`config.mk`:
```
export PLATFORM = sky130hd
export DESIGN_NAME = regfile_wb_arbiter
export DESIGN_NICKNAME = d
export VERILOG_FILES = /design/src/rtl/regfile_wb_arbiter_pkg.sv /design/src/rtl/regfile_wb_arbiter_wb_fifo.sv /design/src/rtl/regfile_wb_arbiter.sv
export SDC_FILE = /design/constraint.sdc
export NUM_CORES = 1
export LEC_CHECK = 0
export BUFFER_PORTS_ARGS = -buffer_cell sky130_fd_sc_hd__buf_2
export CAP_MARGIN = 30
export CELL_PAD_IN_SITES_DETAIL_PLACEMENT = 0
export CELL_PAD_IN_SITES_GLOBAL_PLACEMENT = 1
export CORE_MARGIN = 1
export CORE_UTILIZATION = 47
export DETAILED_ROUTE_END_ITERATION = 8
export GPL_ROUTABILITY_DRIVEN = 0
export HOLD_SLACK_MARGIN = 0.08
export PLACE_DENSITY_LB_ADDON = 0.1
export SLEW_MARGIN = 20
export SYNTH_ARGS = -nofsm -noshare
export SYNTH_HDL_FRONTEND = slang
export SYNTH_SLANG_ARGS = --single-unit
```
`constraint.sdc`:
```
create_clock -name clk_i -period 8.1 [get_ports clk_i]
set_clock_uncertainty 0.1 [all_clocks]
set_input_delay 1.62 -clock clk_i [delete_from_list [all_inputs] [get_ports clk_i]]
set_output_delay 1.62 -clock clk_i [all_outputs]
set_load 0.005 [all_outputs]
```
`src/rtl/regfile_wb_arbiter_pkg.sv`:
```
// Shared constants and types for the register-file write-back arbiter.
package regfile_wb_arbiter_pkg;

  localparam int unsigned RegAddrW = 5;
  // Entries are sized for the widest supported result; narrower results are zero-extended.
  localparam int unsigned MaxDataW = 64;

  typedef struct packed {
    logic [RegAddrW-1:0] waddr;
    logic [MaxDataW-1:0] wdata;
  } wb_entry_t;

endpackage

```
`src/rtl/regfile_wb_arbiter_wb_fifo.sv`:
```
// Per-source result buffer: Depth-entry FIFO (Depth a power of two) with flush.
module wb_fifo
  import regfile_wb_arbiter_pkg::*;
#(
  parameter int unsigned Depth = 2
) (
  input  logic      clk_i,
  input  logic      rst_ni,
  input  logic      flush_i,
  input  logic      push_i,
  input  wb_entry_t wentry_i,
  input  logic      pop_i,
  output logic      full_o,
  output logic      empty_o,
  output wb_entry_t head_o
);

  localparam int unsigned PtrW = $clog2(Depth);

  wb_entry_t       mem_q [Depth];
  logic [PtrW-1:0] rptr_q, wptr_q;
  logic [PtrW:0]   cnt_q;

  assign full_o  = (cnt_q == (PtrW+1)'(Depth));
  assign empty_o = (cnt_q == '0);
  assign head_o  = mem_q[rptr_q];

  // Pointers wrap naturally because Depth is a power of two.
  always_ff @(posedge clk_i or negedge rst_ni) begin
    if (!rst_ni) begin
      rptr_q <= '0;
      wptr_q <= '0;
      cnt_q  <= '0;
    end else if (flush_i) begin
      rptr_q <= '0;
      wptr_q <= '0;
      cnt_q  <= '0;
    end else begin
      if (push_i) wptr_q <= wptr_q + PtrW'(1);
      if (pop_i)  rptr_q <= rptr_q + PtrW'(1);
      cnt_q <= cnt_q + (PtrW+1)'(push_i) - (PtrW+1)'(pop_i);
    end
  end

  always_ff @(posedge clk_i) begin
    if (push_i && !flush_i) mem_q[wptr_q] <= wentry_i;
  end

endmodule

```
`src/rtl/regfile_wb_arbiter.sv`:
```
// Buffers functional-unit results per source and arbitrates them round-robin onto the
// register-file write ports. Define REGFILE_WB_STALL_CNT_EN to add the stall_cnt_o counter.
module regfile_wb_arbiter
  import regfile_wb_arbiter_pkg::*;
#(
  parameter int unsigned NR_SOURCES     = 4,
  parameter int unsigned NR_WRITE_PORTS = 2,
  parameter int unsigned DATA_WIDTH     = 64,
  parameter int unsigned FIFO_DEPTH     = 2
) (
  input  logic                                 clk_i,
  input  logic                                 rst_ni,
  input  logic                                 flush_i,
  input  logic [NR_SOURCES-1:0]                src_valid_i,
  output logic [NR_SOURCES-1:0]                src_ready_o,
  input  logic [NR_SOURCES*RegAddrW-1:0]       src_waddr_i,
  input  logic [NR_SOURCES*DATA_WIDTH-1:0]     src_wdata_i,
  output logic [NR_WRITE_PORTS*RegAddrW-1:0]   waddr_o,
  output logic [NR_WRITE_PORTS*DATA_WIDTH-1:0] wdata_o,
  output logic [NR_WRITE_PORTS-1:0]            we_o
`ifdef REGFILE_WB_STALL_CNT_EN
  ,
  output logic [31:0]                          stall_cnt_o
`endif
);

  localparam int unsigned RrW = (NR_SOURCES > 1) ? $clog2(NR_SOURCES) : 1;

  logic [NR_SOURCES-1:0] full, empty, push, pop;
  wb_entry_t             head [NR_SOURCES];
  logic [RrW-1:0]        rr_q, rr_d;

  assign src_ready_o = ~full & {NR_SOURCES{~flush_i}};

  for (genvar s = 0; s < NR_SOURCES; s++) begin : g_src
    wb_entry_t wentry;
    assign wentry.waddr = src_waddr_i[s*RegAddrW +: RegAddrW];
    assign wentry.wdata = MaxDataW'(src_wdata_i[s*DATA_WIDTH +: DATA_WIDTH]);
    // Writes to x0 complete the handshake but are never stored.
    assign push[s] = src_valid_i[s] & src_ready_o[s] & (wentry.waddr != '0);

    wb_fifo #(
      .Depth(FIFO_DEPTH)
    ) u_wb_fifo (
      .clk_i   (clk_i),
      .rst_ni  (rst_ni),
      .flush_i (flush_i),
      .push_i  (push[s]),
      .wentry_i(wentry),
      .pop_i   (pop[s]),
      .full_o  (full[s]),
      .empty_o (empty[s]),
      .head_o  (head[s])
    );
  end

  // Each port takes the first head in scan order from rr_q that is not yet granted and
  // does not collide with an address already granted to a lower port.
  always_comb begin
    logic [RrW:0]   sum;
    logic [RrW-1:0] src;
    logic           found;
    logic           conflict;
    sum      = '0;
    src      = '0;
    found    = 1'b0;
    conflict = 1'b0;
    pop      = '0;
    we_o     = '0;
    waddr_o  = '0;
    wdata_o  = '0;
    rr_d     = rr_q;
    for (int unsigned p = 0; p < NR_WRITE_PORTS; p++) begin
      found = 1'b0;
      for (int unsigned i = 0; i < NR_SOURCES; i++) begin
        sum = {1'b0, rr_q} + (RrW+1)'(i);
        if (sum >= (RrW+1)'(NR_SOURCES)) sum = sum - (RrW+1)'(NR_SOURCES);
        src = sum[RrW-1:0];
        conflict = 1'b0;
        for (int unsigned q = 0; q < p; q++) begin
          if (we_o[q] && (waddr_o[q*RegAddrW +: RegAddrW] == head[src].waddr)) conflict = 1'b1;
        end
        if (!flush_i && !found && !empty[src] && !pop[src] && !conflict) begin
          found    = 1'b1;
          pop[src] = 1'b1;
          we_o[p]  = 1'b1;
          waddr_o[p*RegAddrW +: RegAddrW]     = head[src].waddr;
          wdata_o[p*DATA_WIDTH +: DATA_WIDTH] = head[src].wdata[DATA_WIDTH-1:0];
          rr_d = (src == RrW'(NR_SOURCES - 1)) ? '0 : src + RrW'(1);
        end
      end
    end
  end

  always_ff @(posedge clk_i or negedge rst_ni) begin
    if (!rst_ni) rr_q <= '0;
    else         rr_q <= rr_d;
  end

`ifdef REGFILE_WB_STALL_CNT_EN
  logic [31:0] stall_cnt_q;

  always_ff @(posedge clk_i or negedge rst_ni) begin
    if (!rst_ni) begin
      stall_cnt_q <= '0;
    end else if ((|(src_valid_i & ~src_ready_o)) && (stall_cnt_q != '1)) begin
      stall_cnt_q <= stall_cnt_q + 32'd1;
    end
  end

  assign stall_cnt_o = stall_cnt_q;
`endif

endmodule

```
==> summary.txt <==
Floorplan
  – Die Footprint: roughly 69,000 µm²
  – Core ar.: approximately 67,000 µm²
  – Site Rows: 95
  – Boundary Pins: 427
  – Die Y: 262 µm
  – Die X: between 200 and 300 µm
  – Initial Util: approximately 47%

Final layout
  – # fillers: around 5,700
  – Area of the multi-input gates: roughly 14,000 µm²
  – Commonest non-fill, non-tap cell in the layout: edfxtp_1
  – Layout Nets: approximately 3,300
  – Most frequent cells in the layout: edfxtp_1, buf_2, mux2i_1, o21ai_0, nand2_1
  – Area Growth Syn to Fin: 16.4%
  – Register area: around 17,000 µm²
  – Post-layout instance area: roughly 37,000 µm²
  – Layout cells sized above 1: approximately a quarter

Timing
  – Final hold violation count: 0
  – Setup-failing EPs final: 0
  – Setup TNS: 0 ns
  – Fmax: about 0.13 GHz
  – RSZ-0062 raised after global routing: no
  – Minimum clock period: between 7 and 8 ns
  – Relative slew slack: between 20% and 30%
  – Count of final max-slew check failures: 0
  – Worst-Margin Slew: 1.12 ns
  – Tcrit/Tclk final: about 96%

Synth
  – Post-Syn Instances: about 2,700
  – Async S/R FF share, synth: under 10%
  – Synthesized cell area: approximately 32,000 µm²
  – Yosys top cell area share: between 50% and 60%
  – Top cells by area, synth: edfxtp_1, mux2i_1, a221oi_1
  – Syn nets: roughly 3,000
  – Register area share after synthesis: between 50% and 60%
  – Syn Area/Cell: between 10 and 15 µm²
  – Post-synth top area cell: edfxtp_1
  – Cell variety after synth: 85
  – Yosys warning count: 0
  – EDFF count, synth: roughly 550
  – Main flop type after synthesis: edfxtp_1
  – #FFs+latches synth: 570

Clock network
  – CTS resizes: 0
  – Clk Latency, worst-skew pair: just over 0.6 ns
  – Hold Buf Count CTS: 0
  – Post-CTS Setup Bufs: 0
  – Longest Clk Path Bufs: 3
  – Clock Pin Slew Worst Setup and Hold Paths: 0.07 ns
  – Clock sinks: 570
  – Root Buffer: clkbuf_16
  – CTS tree: yes
  – H-Tree Depth: 3
  – Total CTS buffers: 66

Detailed routing
  – Met1 wire length: ~43,000 µm
  – Drt initial violations: 2,651
  – DR vias/cell: ~6.6
  – Wire length on met3: ~9100 µm
  – Drt pass-1 iters: 8
  – Post-route ant nets: 0
  – Wirelength per Cell: approximately 27 µm
  – WL final: roughly 110,000 µm
  – Met2 wire length: approximately 51,000 µm
  – Via count: between 20,000 and 30,000
  – DR DRC count: 0
  – Top sig layer: met5

GRT
  – Global route overflow: 0
  – Initial antenna violation count: 49
  – Vias in the first global route: approximately 25,000
  – GR Util All Layers: 30.5%
  – Largest net degree at the start of global routing: ~260
  – First-pass GRT wire length: roughly 160,000 µm

Run
  – Max cap viols: 0

Worst setup path
  – Critical path launch point type: flop
  – CP Cell Sequence: inv_8, ha_4, nor4_2, o41ai_4, or3_2, and4_4, clkinv_2, o211ai_1, a2111oi_2, a211o_2, nand4_4, nor2_4, buf_12, a221oi_1, o22ai_1, buf_2
  – Setup CP Type: flop to output pin
  – Max FO, Critical Path: 61
  – Worst path required time: about 6.4 ns
  – Worst path arrival time: about 6.0 ns
  – Largest stage delay, worst path: between 0.7 and 0.8 ns
  – CP Capture Type: output pin
  – Critical-path top delay cell: or3_2

Power
  – Worst VDD drop: 327 µV
  – P per Cell Area: between 400 and 500 nW/µm²
  – P_leak: 13.1 nW
  – Final Power: roughly 0.018 W

Place
  – Dpl hpwl: 69,500 µm
  – Post-DP Area: about 35,000 µm²
  – Port buffer count: 426

Run status
  – Run status: completed

Hold path
  – Hold Crit Class: flop to flop
[cell type report]
cell class | instances | share of cell area (%)
Sequential cell | 570 | 45.9
Tap cell | 873 | 2.94
Antenna cell | 30 | 0.202
Timing Repair Buffer | 483 | 7.47
Clock inverter | 35 | 1.26
Multi-Input combinational cell | 1882 | 37.1
Clock buffer | 85 | 4.76
Inverter | 27 | 0.303
[final timing paths]
path | start | to | slack (ns) | cells past startpoint
max in group asynchronous | rst_ni | g_src[1].u_wb_fifo.rptr_q | 6.67 | 1
min in group asynchronous | rst_ni | rr_q[0] | 0.86 | 1
max reg2reg | rr_q[0] | g_src[0].u_wb_fifo.cnt_q[1] | 1.88 | 19
max | rr_q[0] | wdata_o[127] | 0.35 | 16
min reg2reg | g_src[3].u_wb_fifo.wptr_q | g_src[3].u_wb_fifo.mem_q[0][64] | 0.59 | 1
min | g_src[3].u_wb_fifo.wptr_q | g_src[3].u_wb_fifo.mem_q[0][64] | 0.59 | 1
[critical path, delay by kind of cell, from the launching register on]
| family | cells | cell delay (ns) |
|---|---|---|
| AOI/OAI and AO/OA | 6 | 1.71 |
| adders and majority gates | 1 | 0.37 |
| DFF | 1 | 0.51 |
| buffers and inverters | 4 | 0.93 |
| and+or+nand+nor | 5 | 1.86 |
[per-layer routing]
metal	vias to the layer above	track usage (%)
met4	36	14.1
met2	1436	49.7
met1	12843	39.4
met5	-	0
li1	11513	-
met3	291	5.93
[stage by stage]
step / worst slack (ns) / util (%) / cells / hold slack [ns]
after floorplan: 1.39 / - / 2730 / 0.483
final: 0.347 / 55.3 / 3985 / 0.588
after global routing: 0.127 / 55.2 / 3981 / 0.607
after global placement: 0.910 / 51.6 / 3828 / 0.598
after CTS: 0.391 / 55.1 / 3953 / 0.582
after detailed placement: 0.809 / 51.7 / 3833 / 0.564
[state kept, by name, summed over array words and instances (netlist names)]
register                cells
rr_q                        2
g_src.u_wb_fifo.cnt_q       8
g_src.u_wb_fifo.mem_q     552
g_src.u_wb_fifo.rptr_q      4
g_src.u_wb_fifo.wptr_q      4
[logic make-up (layout without fill, tap and decap cells)]
group / count (synthesis) / count (layout) / synth area share, %
compound gates: 912 / 912 / 20.7
flops: 570 / 570 / 53.4
simple gates: 513 / 513 / 7.21
mux: 427 / 427 / 14.0
buf+inv: 278 / 630 / 3.72
fa+ha+maj: 16 / 16 / 0.628
xor+xnor: 14 / 14 / 0.385
other cells: 0 / 30 / 0
[where the power goes]
part / leakage, nW / internal, W / switching, W / total [W]
Clock: 1.08 / 0.00187 / 0.00123 / 0.00310
Sequential: 5.28 / 0.00347 / 0.000156 / 0.00362
Combinational: 6.75 / 0.00401 / 0.00694 / 0.0109
[cell usage after synthesis (25+ instances only)]
cell type    n
buf_1       48
a221oi_2    38
a221oi_1   221
buf_2       31
nor2_1     168
o22ai_1     56
o211ai_1    76
clkbuf_1   159
mux2i_1    340
edfxtp_1   552
nand2_1    230
a21oi_1    145
mux2_2      81
o21ai_0    264
o22ai_2     32
inv_1       25
Note: power is estimated with default switching activity, not from simulation.
